--- config.mk ---
export PLATFORM = sky130hd
export DESIGN_NAME = video_timing_meas
export DESIGN_NICKNAME = d
export VERILOG_FILES = /design/src/rtl/video_timing_meas.sv
export SDC_FILE = /design/constraint.sdc
export NUM_CORES = 1
export LEC_CHECK = 0
export CAP_MARGIN = 20
export CORE_MARGIN = 2
export CORE_UTILIZATION = 60
export CTS_CLUSTER_DIAMETER = 80
export DETAILED_ROUTE_END_ITERATION = 16
export HOLD_SLACK_MARGIN = 0.05
export PLACE_DENSITY = 0.8
export SETUP_SLACK_MARGIN = 0.15
export SYNTH_ARGS = -nofsm -noshare
export SYNTH_HDL_FRONTEND = slang
export SYNTH_SLANG_ARGS = --single-unit
--- constraint.sdc ---
create_clock -name clock -period 4.07 [get_ports clock]
set_input_delay 1.0175 -clock clock [delete_from_list [all_inputs] [get_ports clock]]
set_output_delay 1.0175 -clock clock [all_outputs]
set_load 0.02 [all_outputs]
--- src/rtl/video_timing_meas.sv ---
// video_timing_meas: measures active width and line count of incoming video,
// commits them on each frame sync and flags stability, mismatch and loss.
module video_timing_meas #(
  parameter logic        VS_POL        = 1'b1,
  parameter int          STABLE_FRAMES = 3,
  parameter logic [23:0] FRAME_TIMEOUT = 24'd4000000
) (
  input  logic        clock,
  input  logic        n_reset,
  input  logic        v_sync,
  input  logic        d_en,
  output logic [11:0] active_width,
  output logic [10:0] line_num,
  output logic        meas_valid,
  output logic        width_mismatch,
  output logic        overflow,
  output logic        timeout
);

  typedef enum logic [1:0] {
    S_WAIT_VS,
    S_MEASURE,
    S_LOCKED
  } state_t;

  localparam logic [3:0] SF = 4'(STABLE_FRAMES);

  state_t      state_q;
  logic        vs_d1_q, vs_d2_q;
  logic        de_d1_q, de_d2_q;
  logic [11:0] wcnt_q, wcnt_d;
  logic [11:0] ref_q, ref_d;
  logic [10:0] lcnt_q, lcnt_d;
  logic        mm_q, mm_d;
  logic        ovf_q, ovf_d;
  logic [23:0] tcnt_q, tcnt_d;
  logic [3:0]  stab_q, stab_d;
  logic [11:0] aw_q, aw_d;
  logic [10:0] ln_q;
  logic        valid_q, wmm_q, ovo_q, to_q;
  logic        vs_lead, de_rise, de_fall;
  logic        clean, same, to_hit;

  assign vs_lead = (vs_d1_q == VS_POL) && (vs_d2_q != VS_POL);
  assign de_rise = de_d1_q & ~de_d2_q;
  assign de_fall = ~de_d1_q & de_d2_q;

  assign active_width   = aw_q;
  assign line_num       = ln_q;
  assign meas_valid     = valid_q;
  assign width_mismatch = wmm_q;
  assign overflow       = ovo_q;
  assign timeout        = to_q;

  // Frame accumulators advanced by this cycle's pixel/line events.
  always_comb begin
    wcnt_d = wcnt_q;
    ref_d  = ref_q;
    lcnt_d = lcnt_q;
    mm_d   = mm_q;
    ovf_d  = ovf_q;
    if (de_rise) begin
      wcnt_d = 12'd1;
    end else if (de_d1_q) begin
      if (wcnt_q == 12'hFFF) ovf_d = 1'b1;
      else wcnt_d = wcnt_q + 12'd1;
    end
    if (de_fall) begin
      if (lcnt_q == 11'd0) ref_d = wcnt_q;
      else if (wcnt_q != ref_q) mm_d = 1'b1;
      if (lcnt_q == 11'h7FF) ovf_d = 1'b1;
      else lcnt_d = lcnt_q + 11'd1;
    end
  end

  // Commit candidate, stability count and timeout detection.
  always_comb begin
    aw_d   = (lcnt_d == 11'd0) ? 12'd0 : ref_d;
    clean  = !mm_d && !ovf_d;
    same   = (aw_d == aw_q) && (lcnt_d == ln_q);
    stab_d = 4'd0;
    if (clean) begin
      if (!same) stab_d = 4'd1;
      else if (stab_q == 4'hF) stab_d = 4'hF;
      else stab_d = stab_q + 4'd1;
    end
    tcnt_d = (tcnt_q >= FRAME_TIMEOUT) ? tcnt_q : tcnt_q + 24'd1;
    to_hit = !vs_lead && (tcnt_d >= FRAME_TIMEOUT);
  end

  // Input sync, frame counting, commit FSM and registered outputs.
  always_ff @(posedge clock) begin
    if (!n_reset) begin
      state_q <= S_WAIT_VS;
      vs_d1_q <= 1'b0;
      vs_d2_q <= 1'b0;
      de_d1_q <= 1'b0;
      de_d2_q <= 1'b0;
      wcnt_q  <= '0;
      ref_q   <= '0;
      lcnt_q  <= '0;
      mm_q    <= 1'b0;
      ovf_q   <= 1'b0;
      tcnt_q  <= '0;
      stab_q  <= '0;
      aw_q    <= '0;
      ln_q    <= '0;
      valid_q <= 1'b0;
      wmm_q   <= 1'b0;
      ovo_q   <= 1'b0;
      to_q    <= 1'b0;
    end else begin
      vs_d1_q <= v_sync;
      vs_d2_q <= vs_d1_q;
      de_d1_q <= d_en;
      de_d2_q <= de_d1_q;
      wcnt_q  <= wcnt_d;
      if (vs_lead) begin
        ref_q  <= '0;
        lcnt_q <= '0;
        mm_q   <= 1'b0;
        ovf_q  <= 1'b0;
        tcnt_q <= '0;
        to_q   <= 1'b0;
        if (state_q == S_WAIT_VS) begin
          state_q <= S_MEASURE;
        end else begin
          aw_q    <= aw_d;
          ln_q    <= lcnt_d;
          wmm_q   <= mm_d;
          ovo_q   <= ovf_d;
          stab_q  <= stab_d;
          valid_q <= (stab_d >= SF);
          state_q <= (stab_d >= SF) ? S_LOCKED : S_MEASURE;
        end
      end else begin
        ref_q  <= ref_d;
        lcnt_q <= lcnt_d;
        mm_q   <= mm_d;
        ovf_q  <= ovf_d;
        tcnt_q <= tcnt_d;
        if (to_hit) begin
          state_q <= S_WAIT_VS;
          aw_q    <= '0;
          ln_q    <= '0;
          valid_q <= 1'b0;
          stab_q  <= '0;
          wmm_q   <= 1'b0;
          ovo_q   <= 1'b0;
          to_q    <= 1'b1;
        end
      end
    end
  end

endmodule

# [Yosys cells after proc, flatten, opt, wreduce, memory -nomap -nowiden]
# Cells that the tools add are included.
[word_totals] register_bits=98 latchBits=0 mem_bits_rw=0 romBits=0 inputBits=4 output_inout_bits=27 elab_cells=98 mem_count=0
[op_classes] addsub=4 mul=0 div_mod_pow=0 order_cmp=3 n_eq_ne=8 shifts=0 muxes=40 n_bitwise=7 n_reduce_logical=17
[ops] cell="$mux 12" n=6
[ops] cell="$mux 11" n=5
[ops] cell="$ge 24x22->1 const B" n=2
[ops] cell="$add 24x1->24 const B" n=1
[ops] cell="$mux 24" n=1
[ops] cell="$mux 4" n=6
[ops] cell="$logic_not 11->1" n=2
[ops] cell="$mux 1" n=18
[ops] cell="$add 12x1->12 const B" n=1
[ops] cell="$eq 12x12->1" n=1
[ops] cell="$eq 12x12->1 const B" n=1
[ops] cell="$ne 12x12->1" n=1
[ops] cell="$add 11x1->11 const B" n=1
[ops] cell="$eq 11x11->1" n=1
[ops] cell="$eq 11x11->1 const B" n=1
[ops] cell="$mux 2" n=4
[ops] cell="$reduce_and 2->1" n=3
[ops] cell="$not 1->1" n=5
[ops] cell="$add 4x1->4 const B" n=1
[ops] cell="$eq 4x4->1 const B" n=1
[ops] cell="$ge 4x2->1 const B" n=1
[ops] cell="$logic_and 1x1->1" n=4
[ops] cell="$ne 2x2->1 const B" n=2
[ops] cell="$reduce_bool 2->1" n=2
[ops] cell="4 further kinds" n=8

# [Logic depth before layout (Yosys ltp)]
[logic_depth] ltp_word=13 depth_mapped=12 ltp_nobuf=11

# [Worst setup path after synthesis]
# No wires, ideal clock.
[synth_path] kind="reg-to-reg" startpoint="reg tcnt_q[13]" endpoint="reg stab_q[0]" setup_ns=0.115 arrival_ns=3.076 required_ns=3.955 slack_ns=0.880 path_stages_with_launch=12 path_buffers=2 period_less_slack_ns=3.190 cell_sequence="dfxtp_1 -> clkbuf_1 -> or4_1 -> a211o_1 -> a211oi_2 -> and4_1 -> mux2_1 -> a211oi_1 -> a31oi_1 -> buf_2 -> and2_1 -> o21a_1"
[synth_via] elab_chain_cells=6 word_cells_on_any_way=7 cone_classes="1 x add/sub; 2 x order compare; 1 x mux; 3 x reduce/logical"
[synth_rtl] element="from (decl)" line="36" rtl="logic [23:0] tcnt_q, tcnt_d;"
[synth_rtl] element="from (signal assigned)" line="141" rtl="tcnt_q <= tcnt_d;"
[synth_rtl] element="$add 24x1->24 / $ge 24x22->1 (equally long branches)" line="87" rtl="tcnt_d = (tcnt_q >= FRAME_TIMEOUT) ? tcnt_q : tcnt_q + 24'd1;"
[synth_rtl] element="$mux 24 *" line="87"
[synth_rtl] element="$ge 24x22->1 *" line="88" rtl="to_hit = !vs_lead && (tcnt_d >= FRAME_TIMEOUT);"
[synth_rtl] element="$logic_and 1x1->1 *" line="88"
[synth_rtl] element="$reduce_bool 2->1 (no line) *"
[synth_rtl] element="$reduce_and 2->1 (no line) *"
[synth_rtl] element="to (signal assigned)" line="132" rtl="stab_q <= stab_d;"
[synth_rtl] element="to (decl)" line="37" rtl="logic [3:0] stab_q, stab_d;"
# Mark *: on every way between the ends. The rest lies on a longest branch, timed or not.
# A chain may end at the register's enable or synchronous reset.

# [Worst setup path after layout]
[layout_path] startpoint="reg tcnt_q[13]" endpoint="reg aw_q[4] (netlist: active_width[4])"
[layout_via] elab_chain_cells=6 word_cells_on_any_way=7 cone_classes="1 x add/sub; 2 x order compare; 1 x mux; 3 x reduce/logical"
[layout_rtl] element="$add 24x1->24 / $ge 24x22->1 (equally long branches)" line="87"
[layout_rtl] element="$mux 24 *" line="87"
[layout_rtl] element="$ge 24x22->1 *" line="88"
[layout_rtl] element="$logic_and 1x1->1 *" line="88"
[layout_rtl] element="$reduce_bool 2->1 (no line) *"
[layout_rtl] element="$reduce_and 2->1 (no line) *"
[layout_rtl] element="to (signal assigned)" line="128" rtl="aw_q <= aw_d;"
[layout_rtl] element="to (decl)" line="38" rtl="logic [11:0] aw_q, aw_d;"
# Marked as above.

==> summary.txt <==
Logic synthesis
  – Sequential share of the synthesized area: 0.376
  – Register bit count reported by yosys: 98
  – Synth Cell Area: 5210 sq um
  – Post-synth cell types: 70
  – Synth top area cells: dfxtp_1, nor2_1, xor2_1
  – Share of the synthesized area in the top cell type: 0.376
  – Syn Nets: 642
  – Top_reg_cell synth: dfxtp_1
  – Mean Syn Cell Area: 8.25 sq um
  – Post-Synthesis Cells: 632
  – Post-synth EDFFs: 0
  – Yosys top cell by area: dfxtp_1
  – Yosys warning count: 0
  – Post-synth ARST share: 0

Global route
  – Vias in the first global route: 4514
  – M2 GR Usage: 0.473
  – Global-route wire length before repair: 21500 um
  – Initial antenna violation count: 0
  – GR Layer Usage met3: 0.0360
  – Busiest grt layer: met2
  – GR met1 Demand/Resource: 0.359
  – Grt total ovfl: 0
  – Largest net degree at the start of global routing: 36
  – GRT Total Usage: 0.273

Cells and area
  – Antenna cells: 0
  – Final core utilization: 0.677
  – Synthesis-to-finish area growth: 11.1%
  – Post-route cell area: 5790 sq um
  – Nets: 661
  – Share of layout cells above drive strength 1: 0.0747

Worst setup path
  – Critical path capture point type: flop
  – CP arrival: 3.96 ns
  – Crit start category: flop
  – Critical Path RT: 4.33 ns
  – Delay of the slowest critical-path stage: 0.58 ns
  – Crit Path Class: flop to flop
  – Crit-path slowest cell: or4_1
  – Critical-path maximum fanout: 19
  – Critical-path cell list: or4_1, a211o_1, a211oi_2, and4_1, mux2_1, a211oi_1, a31oi_4, buf_4, a21oi_1, nor2_1

Clock network
  – Postcts setup bufs: 0
  – CTS tree: built
  – CTS H-Tree Depth: 3
  – CTS Buffer Depth: 2
  – Clk sink count: 98
  – Clk pin slew, worst setup/hold paths: 0.10 ns
  – Root Buffer: clkbuf_8
  – Cts bufs inserted: 9
  – Clk Latency, worst-skew pair: 0.37 ns

Detailed routing
  – Routed vias: 4747
  – Initial drt markers: 384
  – DR WL/cell: 16.8 um
  – Routed WL: 12800 um
  – DR pass1 iterations: 5
  – Remaining DRCs: 0
  – Post-route ant nets: 0
  – Via density: 6.21

Die
  – Cell Rows: 34
  – Initial Utilization: 0.610
  – I/O pin count: 31
  – Die H: 97.2 um
  – Die ar.: 9450 sq um
  – Die W: 97.2 um
  – Core area: 8550 sq um

STA
  – Hold_ws: 0.478 ns
  – Setup violations, final: 0
  – Crit share post-route: 0.908
  – Worst-Margin Slew: 0.562 ns
  – Rel. slew slack: 0.620
  – Fmax: 271 MHz
  – Final hold violations: 0
  – Final Slew Violations: 0
  – RSZ-0062 raised after global routing: no
  – Clock Skew: 0.00985 ns
  – Post-route minimum period: 3.69 ns
  – Post-route setup TNS: 0 ns

Power and ir drop
  – Flop pwr share: 0.581
  – P per Cell Area: 290 nW/um^2
  – Logic pwr share: 0.049
  – Power consumption: 1.68 mW
  – Maximum vdd drop: 0.311 mV
  – Internal Pwr Total: 1.24 mW
  – Clock power share: 0.370
  – Leak pwr: 2.21 nW
  – Sw Share: 0.264
  – NetSw: 442 uW

Placement
  – Detailed placer's ending HPWL: 9500 um
  – Gpl congestion: 0.949
  – Area after DPL: 5580 sq um
  – IO buf count: 30

Hold path
  – Hold crit path type: flop to flop

Status
  – Status: completed

Job
  – Max-cap violations: 0
==> synth_stat cells, drive strengths merged (6+ instances only) <==
master	n
and3	16
nand2	40
xor2	28
clkbuf	23
and2	8
nand3	23
nor4	8
a21oi	37
mux2i	20
nor3	14
nand4	19
a31oi	7
a211o	6
ha	6
or3	6
nand2b	7
o21ai	17
inv	11
nor2	128
dfxtp	98
xnor2	25
buf	7
==> routing by layer <==
metal,vias up,part of all wire
li1,2294,-
met5,-,0
met1,2269,0.44
met3,18,0.054
met4,0,0.013
met2,166,0.49
==> worst max-delay path, delay by kind of cell (launching register included) <==
kind,cells,cell delay (ns)
compound gates,5,1.64
simple gates,3,0.94
flops,1,0.39
mux,1,0.34
buf+inv,1,0.27
==> what timing repair did <==
item	CTS	global route
resized for setup	0	3
setup endpoints to repair	0	6
hold buffers	0	0
==> worst paths after layout <==
check	startpoint	endpoint	slack, ns	cells after the start
worst max-delay path	tcnt_q[13]	active_width[4]	0.38	10
worst min register to register	meas_valid	meas_valid	0.48	2
worst min-delay path	meas_valid	meas_valid	0.48	2
worst max register to register	tcnt_q[13]	active_width[4]	0.38	10
==> placed cells by master (no fill, tap or decap), types with 3 or more instances in the layout <==
cell type        synthesis  layout
nor3b_1                  3       3
inv_1                   11      11
a211o_1                  6       6
dfxtp_1                 98      97
xnor2_1                 25      25
mux2i_1                 18      18
nand2_1                 40      40
o211ai_1                 4       4
o21ai_0                 17      17
nand4_1                 16      16
or4_1                    3       3
a2111oi_0                3       3
nor3_1                  13      13
nor2b_1                  4       3
xor2_1                  28      28
or3_1                    6       6
buf_4                    0       8
o22ai_1                  4       4
ha_1                     6       6
or2_2                    4       4
and2_1                   8       8
nand4b_1                 3       3
nand2b_1                 7       7
clkdlybuf4s50_1          0      30
and4_1                   5       5
a41oi_1                  5       5
o32ai_1                  3       3
clkbuf_8                 0       9
and3_1                  16      16
clkinv_4                 0       4
nand3_1                 22      22
nor4_1                   7       7
a22oi_1                  4       4
a31oi_1                  7       6
a21oi_1                 37      37
nor2_1                 128     128
==> power groups by stage <==
stage	registers (mW)	logic [mW]	clock network, mW
after floorplan	0.994	0.0610	0
after global placement	0.996	0.0778	0
after detailed placement	0.997	0.0795	0
after CTS	0.975	0.0803	0.628
after global routing	0.977	0.0904	0.664
final	0.975	0.0814	0.621
==> cells by family (layout without fill, tap and decap cells) <==
| family | Yosys count | count (layout) | share of synthesized area |
|---|---|---|---|
| simple gates | 303 | 303 | 0.296 |
| compound gates | 110 | 110 | 0.147 |
| flops | 98 | 98 | 0.376 |
| xor+xnor | 53 | 53 | 0.0890 |
| buf+inv | 41 | 65 | 0.0338 |
| mux | 21 | 21 | 0.0437 |
| fa+ha+maj | 6 | 6 | 0.0144 |
==> sequential cells by signal (all words and copies together) (netlist names) <==
register	flops
tcnt_q	24
active_width	12
ref_q	12
wcnt_q	12
lcnt_q	11
line_num	11
stab_q	4
state_q	2
de_d1_q	1
de_d2_q	1
meas_valid	1
mm_q	1
overflow	1
ovf_q	1
timeout	1
vs_d1_q	1
vs_d2_q	1
width_mismatch	1
==> stage by stage <==
| stage | setup WS, ns | instances |
|---|---|---|
| final | 0.376 | 764 |
| after global routing | 0.161 | 764 |
| after CTS | 0.384 | 764 |
| after detailed placement | 0.404 | 748 |
| after global placement | 0.448 | 748 |
| after floorplan | 0.880 | 632 |
==> cell type report <==
class	instances	area, sq um
Tap cell	108	135
Inverter	11	41.3
Multi-Input combinational cell	493	3090
Clock inverter	7	73.8
Clock buffer	9	124
Sequential cell	98	1960
Timing Repair Buffer	38	360
Fill cell	740	2760
Note: power is estimated with default switching activity, not from simulation.
